$ cat src/rtl/quad_encoder_emitter.sv
// Quadrature (A/B) step emitter with optional LFSR-driven contact chatter.
// Each accepted step emits one Gray transition, then chatter (BOUNCE) and a clean hold (HOLD).
module quad_encoder_emitter #(
   parameter int         PHASE_CYCLES  = 16,
   parameter int         BOUNCE_CYCLES = 4,
   parameter logic [7:0] LFSR_SEED     = 8'hA5
) (
   input  logic clk,
   input  logic reset,
   input  logic step_valid,
   input  logic step_dir,
   input  logic bounce_en,
   output logic step_ready,
   output logic enc_a,
   output logic enc_b,
   output logic busy
);

   localparam int MAX_CYCLES = (PHASE_CYCLES > BOUNCE_CYCLES) ? PHASE_CYCLES : BOUNCE_CYCLES;
   localparam int CNT_W      = $clog2(MAX_CYCLES + 1);

   localparam logic [CNT_W-1:0] BOUNCE_LOAD = (BOUNCE_CYCLES > 0) ? CNT_W'(BOUNCE_CYCLES - 1) : '0;
   localparam logic [CNT_W-1:0] PHASE_LOAD  = CNT_W'(PHASE_CYCLES - 1);

   localparam logic [1:0] IDLE   = 2'd0;
   localparam logic [1:0] BOUNCE = 2'd1;
   localparam logic [1:0] HOLD   = 2'd2;

   logic [1:0]       state, state_n;
   logic [1:0]       q, q_n;
   logic [1:0]       mask, mask_n;
   logic             ben, ben_n;
   logic [CNT_W-1:0] cnt, cnt_n;
   logic [7:0]       lfsr, lfsr_n;
   logic [1:0]       enc_ab, enc_ab_n;
   logic             chatter_n;

   // {a,b}: CW walks 00->10->11->01, CCW walks the reverse
   function automatic logic [1:0] gray_next(input logic [1:0] cur, input logic dir);
      case (cur)
         2'b00:   gray_next = dir ? 2'b10 : 2'b01;
         2'b10:   gray_next = dir ? 2'b11 : 2'b00;
         2'b11:   gray_next = dir ? 2'b01 : 2'b10;
         default: gray_next = dir ? 2'b00 : 2'b11;
      endcase
   endfunction

   // x^8+x^6+x^5+x^4+1 Fibonacci, shift left, feedback into bit 0
   function automatic logic [7:0] lfsr_step(input logic [7:0] cur);
      lfsr_step = {cur[6:0], cur[7] ^ cur[5] ^ cur[4] ^ cur[3]};
   endfunction

   always_comb begin
      state_n = state;
      q_n     = q;
      mask_n  = mask;
      ben_n   = ben;
      cnt_n   = cnt;
      lfsr_n  = lfsr;
      case (state)
         IDLE: begin
            cnt_n = '0;
            if (step_valid) begin
               q_n    = gray_next(q, step_dir);
               mask_n = q ^ q_n;
               ben_n  = bounce_en;
               if (BOUNCE_CYCLES > 0) begin
                  state_n = BOUNCE;
                  cnt_n   = BOUNCE_LOAD;
               end else begin
                  state_n = HOLD;
                  cnt_n   = PHASE_LOAD;
               end
            end
         end
         BOUNCE: begin
            lfsr_n = lfsr_step(lfsr);
            if (cnt == '0) begin
               state_n = HOLD;
               cnt_n   = PHASE_LOAD;
            end else begin
               cnt_n = cnt - CNT_W'(1);
            end
         end
         HOLD: begin
            if (cnt == '0) state_n = IDLE;
            else           cnt_n   = cnt - CNT_W'(1);
         end
         default: begin
            state_n = IDLE;
            cnt_n   = '0;
         end
      endcase
      // Outputs are precomputed from next-state values so the change lands on the accepting edge
      chatter_n = (state_n == BOUNCE) & lfsr_n[0] & ben_n;
      enc_ab_n  = q_n ^ (mask_n & {2{chatter_n}});
   end

   always_ff @(posedge clk) begin
      if (reset) begin
         state  <= IDLE;
         q      <= 2'b00;
         mask   <= 2'b00;
         ben    <= 1'b0;
         cnt    <= '0;
         lfsr   <= LFSR_SEED;
         enc_ab <= 2'b00;
      end else begin
         state  <= state_n;
         q      <= q_n;
         mask   <= mask_n;
         ben    <= ben_n;
         cnt    <= cnt_n;
         lfsr   <= lfsr_n;
         enc_ab <= enc_ab_n;
      end
   end

   assign step_ready = (state == IDLE);
   assign busy       = ~step_ready;
   assign enc_a      = enc_ab[1];
   assign enc_b      = enc_ab[0];

endmodule

$ cat config.mk
export PLATFORM = sky130hd
export DESIGN_NAME = quad_encoder_emitter
export DESIGN_NICKNAME = d
export VERILOG_FILES = /design/src/rtl/quad_encoder_emitter.sv
export SDC_FILE = /design/constraint.sdc
export NUM_CORES = 1
export LEC_CHECK = 0
export BUFFER_PORTS_ARGS = -buffer_cell sky130_fd_sc_hd__buf_4
export CAP_MARGIN = 40
export CORE_UTILIZATION = 45
export CTS_CLUSTER_SIZE = 28
export DETAILED_ROUTE_END_ITERATION = 16
export GPL_ROUTABILITY_DRIVEN = 0
export GPL_TIMING_DRIVEN = 0
export HOLD_SLACK_MARGIN = 0.15
export PLACE_DENSITY = 0.62
export SYNTH_ARGS = -nofsm -noshare
export SYNTH_HDL_FRONTEND = slang
export SYNTH_SLANG_ARGS = --single-unit
$ cat constraint.sdc
create_clock -name clk -period 1.9 [get_ports clk]
set_clock_uncertainty 0.1 [all_clocks]
set_input_delay 0.095 -clock clk [delete_from_list [all_inputs] [get_ports clk]]
set_output_delay 0.095 -clock clk [all_outputs]
set_load 0.01 [all_outputs]
[Yosys cells after proc, flatten, opt, wreduce, memory -nomap -nowiden]
Cells that the tools add are included.
Operators by class
  $add $sub $neg: 1
  multiply operators: 0
  divide/modulo/power cells: 0
  $lt $le $gt $ge: 0
  equal/unequal tests: 6
  shift-type cells: 0
  muxes and demuxes: 22
  bitwise logic cells: 9
  reduce and logical (&&, ||, !) cells: 3
Operators by type and width (number)
  two-way mux 2 bit: 14
  one-hot mux 5 bit (3 select lines): 1
  one-hot mux 2 bit (3 select lines): 2
  two-way mux 5 bit: 2
  == test 2 bit (second input constant): 3
  zero test 5 bit: 1
  subtractor 5 x 1 -> 5 bit (second input constant): 1
  == test 2 x 1 -> 1 bit (second input constant): 2
  zero test 2 bit: 2
  bitwise XOR 2 bit: 2
  two-way mux 1 bit: 3
  bitwise XOR 1 bit: 3
  bitwise AND 1 bit: 2
  bitwise AND 2 bit: 1
  inequality test 2 bit (second input constant): 1
  inverter 1 bit: 1
Word-level totals
  register bits after elaboration: 22
  latch bits: 0
  RAM bits: 0
  bits in read-only memories: 0
  output and inout bits: 4
  logic and storage cells: 49
  memories: 0

[Logic depth before layout (Yosys ltp)]
  word-level depth: 9
  depth in mapped cells: 7

[Worst setup path after synthesis]
OpenSTA, ideal clock, no wires.
  kind: reg2reg
  start point: register cnt[0]
  end point: register enc_ab[0]
  library setup time: 0.062 ns
  data arrival time: 1.534 ns
  required time: 1.738 ns
  slack: 0.203 ns
  stages on the path, launching flop included: 8
  clock period less this slack: 1.697 ns
  cells stage by stage: dfxtp_1 -> inv_1 -> ha_1 -> nor4b_4 -> nor3b_2 -> o21a_2 -> mux2_4 -> nor2_2
Between the ends
  longest elaborated chain between the ends: 8
  elaborated cells on any way between the ends: 9
  those cells by class: eq/ne: 1; mux: 3; bitwise: 4; reduce/logical: 1
Ends and longest elaborated chain
  start: declaration: line 33  | logic [CNT_W-1:0] cnt, cnt_n;
  start signal: assignment: line 113  | cnt <= cnt_n;
  zero test 5 bit (*): line 78, 86
  two-way mux 2 bit, on equally long branches: line 86, 78
  one-hot mux 2 bit (3 select lines) (*): line 60  | case (state)
  == test 2 x 1 -> 1 bit (*): line 95  | chatter_n = (state_n == BOUNCE) & lfsr_n[0] & ben_n;
  bitwise AND 1 bit (*) (2 in series): line 95
  bitwise AND 2 bit (*): line 96  | enc_ab_n = q_n ^ (mask_n & {2{chatter_n}});
  bitwise XOR 2 bit (*): line 96
  end signal: assignment: line 115  | enc_ab <= enc_ab_n;
  end: declaration: line 35  | logic [1:0] enc_ab, enc_ab_n;
Every way passes the cells marked *; elsewhere a longest branch is shown, timed or not.
A chain may end at the register's enable or synchronous reset.

[Worst setup path in the final report]
  start point: register cnt[1]
  end point: register cnt[1]
Between the ends
  longest elaborated chain between the ends: 3
  elaborated cells on any way between the ends: 6
  those cells by class: add/sub: 1; eq/ne: 1; mux: 3; reduce/logical: 1
Ends and longest elaborated chain (line)
  subtractor 5 x 1 -> 5 bit or zero test 5 bit (tied branches)
  two-way mux 5 bit, on equally long branches: 86, 78
  one-hot mux 5 bit (3 select lines): 60
Parallel ways exist; a longest one is shown, timed or not. The select of a mux whose other input is x is not followed.

==> qor.yml <==
final_layout:
  nets: 155
  antennaDiodeCount: 0
  post-route-util_pct: 56.3
  final_cell_area_um2: 1250
  area_delta_synth_final_pct: 17.5
  layout-drive-gt1-share_pct: 13.7
die:
  dieArea_um2: 2560
  die_y_um: 50.6
  rows: 17
  start_util_pct: 48.0
  core_um2: 2210
  num_io_pins: 9
  die_w_um: 50.6
clocking:
  cts-buffers-inserted: 3
  clockBufferDepth: 2
  clkSinkCount: 22
  cts_max_level: 1
  clk_pin_slew_ps: 120
  clock_latency_ps: 300
  cts_tree: "built"
  cts-root-buf: "clkbuf_4"
critical_path:
  r2r_end: "cnt[1]$_SDFFE_PP0P_"
  required_ps: 2050
  endpoint_kind: "register"
  reg2reg_depth: 7
  worstSetupPathType: "reg -> reg"
  crit_arrival_ps: 1910
  timing.rr.start: "cnt[1]$_SDFFE_PP0P_"
  regToRegSetupSlack_ps: 150
  crit_fanout: 6
  setup.worst_path.start_class: "register"
synthesis:
  synth_flop_cell: "dfxtp_1"
  yosysWarnings: 0
  seq_area_frac_synth_pct: 41.5
  synth_nets: 135
  syn_inst: 128
  synth.area.top_cells: "dfxtp_1 42%, nand2_1 8.5%, nor2_1 6.0%, a21oi_1 5.7%, xor2_1 5.0%"
  ys_seq_elements: 22
  yosys.area.top_type_share_pct: 41.5
  synth_cell_types: 32
  synth_area_um2: 1060
  yosysTopAreaCell: "dfxtp_1"
  synth_edf_count: 0
  async_reset_ff_share_pct: 0
  avgSynthCellArea_um2: 8.29
global_route:
  grt_pass1_wl_um: 3570
  grt_max_degree: 12
  grt_pass1_vias: 849
  overflow: 0
  grt.total_usage_pct: 18.6
  antenna_found_initial: 0
worst_hold_path:
  min_path_cells: 2
  worstHoldPathType: "reg -> reg"
  hold_start: "lfsr[1]$_SDFFE_PP0P_"
  min_to: "lfsr[1]$_SDFFE_PP0P_"
route:
  vias_per_cell: 5.18
  drt_first_pass_iters: 4
  routed_wl_um: 2120
  ant_nets: 0
  vias: 901
  wire_per_inst_um: 12.2
  drtIter0Drc: 9
  drc: 0
sta:
  report.final.slew_viol_count: 0
  period_minus_slack_ps: 1750
  timing.fmax_mhz: 571
  tightest_slew_ps: 462
  post-route-period-util_pct: 92.2
  finalSetupViolations: 0
  setup_tns_ps: 0
  hold_viol_final: 0
  maxSlewHeadroom_pct: 69.2
  rsz0062_at_grt: "no"
placement:
  port_buffers: 8
  placed_area_um2: 1160
  dp_hpwl_um: 1460
power:
  power_leakage_nw: 0.522
  powerDensity_nw_per_um2: 900
  vdd.ir_drop.worst_uv: 525
outcome:
  status: "completed"
job:
  maxCapViolCount: 0
==> registers in the layout, summed over array words and instances, names as in the netlist <==
| register | cells |
|---|---|
| state | 2 |
| lfsr | 8 |
| enc_ab | 2 |
| q | 2 |
| cnt | 5 |
| mask | 2 |
| ben | 1 |
==> area by class of cell <==
class	instances	area, um2
buffer	6	27.5
clock buffer	3	22.5
fill	225	966
inverter	3	11.3
multi-input combinational	97	584
sequential	22	440
tap	28	35.0
timing repair buffer	15	125
==> where the power goes <==
part	internal [mW]	leakage, nW	switching, mW	total, mW
clock	0.0738	0.0138	0.131	0.205
sequential	0.516	0.181	0.0463	0.562
combinational	0.169	0.327	0.185	0.354
==> worst max path at each step <==
stage                     slack [ps]              endpoint  cells past startpoint                start
after global routing              20   cnt[1]$_SDFFE_PP0P_                      7  cnt[0]$_SDFFE_PP0P_
after global placement            30  enc_ab[0]$_SDFF_PP0_                      7  cnt[0]$_SDFFE_PP0P_
after CTS                        110   cnt[0]$_SDFFE_PP0P_                      6  state[0]$_SDFF_PP0_
final                            150   cnt[1]$_SDFFE_PP0P_                      7  cnt[1]$_SDFFE_PP0P_
after detailed placement          20  enc_ab[0]$_SDFF_PP0_                      7  cnt[0]$_SDFFE_PP0P_
after floorplan                  200  enc_ab[0]$_SDFF_PP0_                      7  cnt[0]$_SDFFE_PP0P_
==> routing by layer <==
| metal | GRT usage [%] | part of all wire [%] |
|---|---|---|
| met4 | 7.87 | 0.56 |
| met2 | 34.0 | 49 |
| met5 | 0 | 0 |
| met1 | 21.8 | 49 |
| met3 | 1.82 | 1.4 |
==> kinds of logic after synthesis <==
group	after synthesis	share of synthesized area, %
simple gates	59	27.5
fa+ha+maj	2	2.36
mux	2	2.36
compound gates	24	13.7
flops	22	41.5
buf+inv	9	3.66
xor+xnor	10	8.96
==> placed cells by master (no fill, tap or decap), types with 3 or more instances in the layout <==
master         instances
clkbuf_1               5
inv_1                  3
dlygate4sd3_1          5
a21oi_1               12
nand3b_1               4
nand2_1               24
nor2_1                16
xor2_1                 6
xnor2_1                3
clkbuf_4               3
buf_4                 10
dfxtp_1               22
o21ai_0                5
==> critical path, stage by stage (launching register included) <==
cell	delay [ps]
dfxtp_1	350
inv_1	90
ha_1	170
nor4b_4	270
buf_4	210
and2b_1	190
o21ai_0	150
and3_1	180
==> timing repair <==
| item | CTS | global route |
|---|---|---|
| gates cloned | 0 | 0 |
| setup buffers | 2 | 0 |
| endpoints found under the setup margin | 1 | 1 |
| resized for setup | 0 | 1 |
| hold endpoints to repair | 5 | 0 |
| hold buffers | 5 | 0 |
==> metrics by stage <==
step	total power, mW	std cells	hold WS, ps	setup slack (ps)
2_1_floorplan	0.809	128	131	203
3_3_place_gp	0.885	164	263	28.1
3_5_place_dp	0.894	164	265	24.1
4_1_cts	1.13	174	368	105
5_1_grt	1.19	174	399	22.0
6_report	1.12	174	362	147
==> cells in the mapped netlist, drive strengths merged, types with 2 or more instances <==
cell type / instances
nand2: 24
nor2b: 2
nor2: 18
nand2b: 2
dfxtp: 22
xnor2: 4
xor2: 6
ha: 2
inv: 3
nor3: 2
clkbuf: 5
nand3: 2
o21ai: 5
a21oi: 12
nand3b: 4
Power figures use the tool's default switching activity.
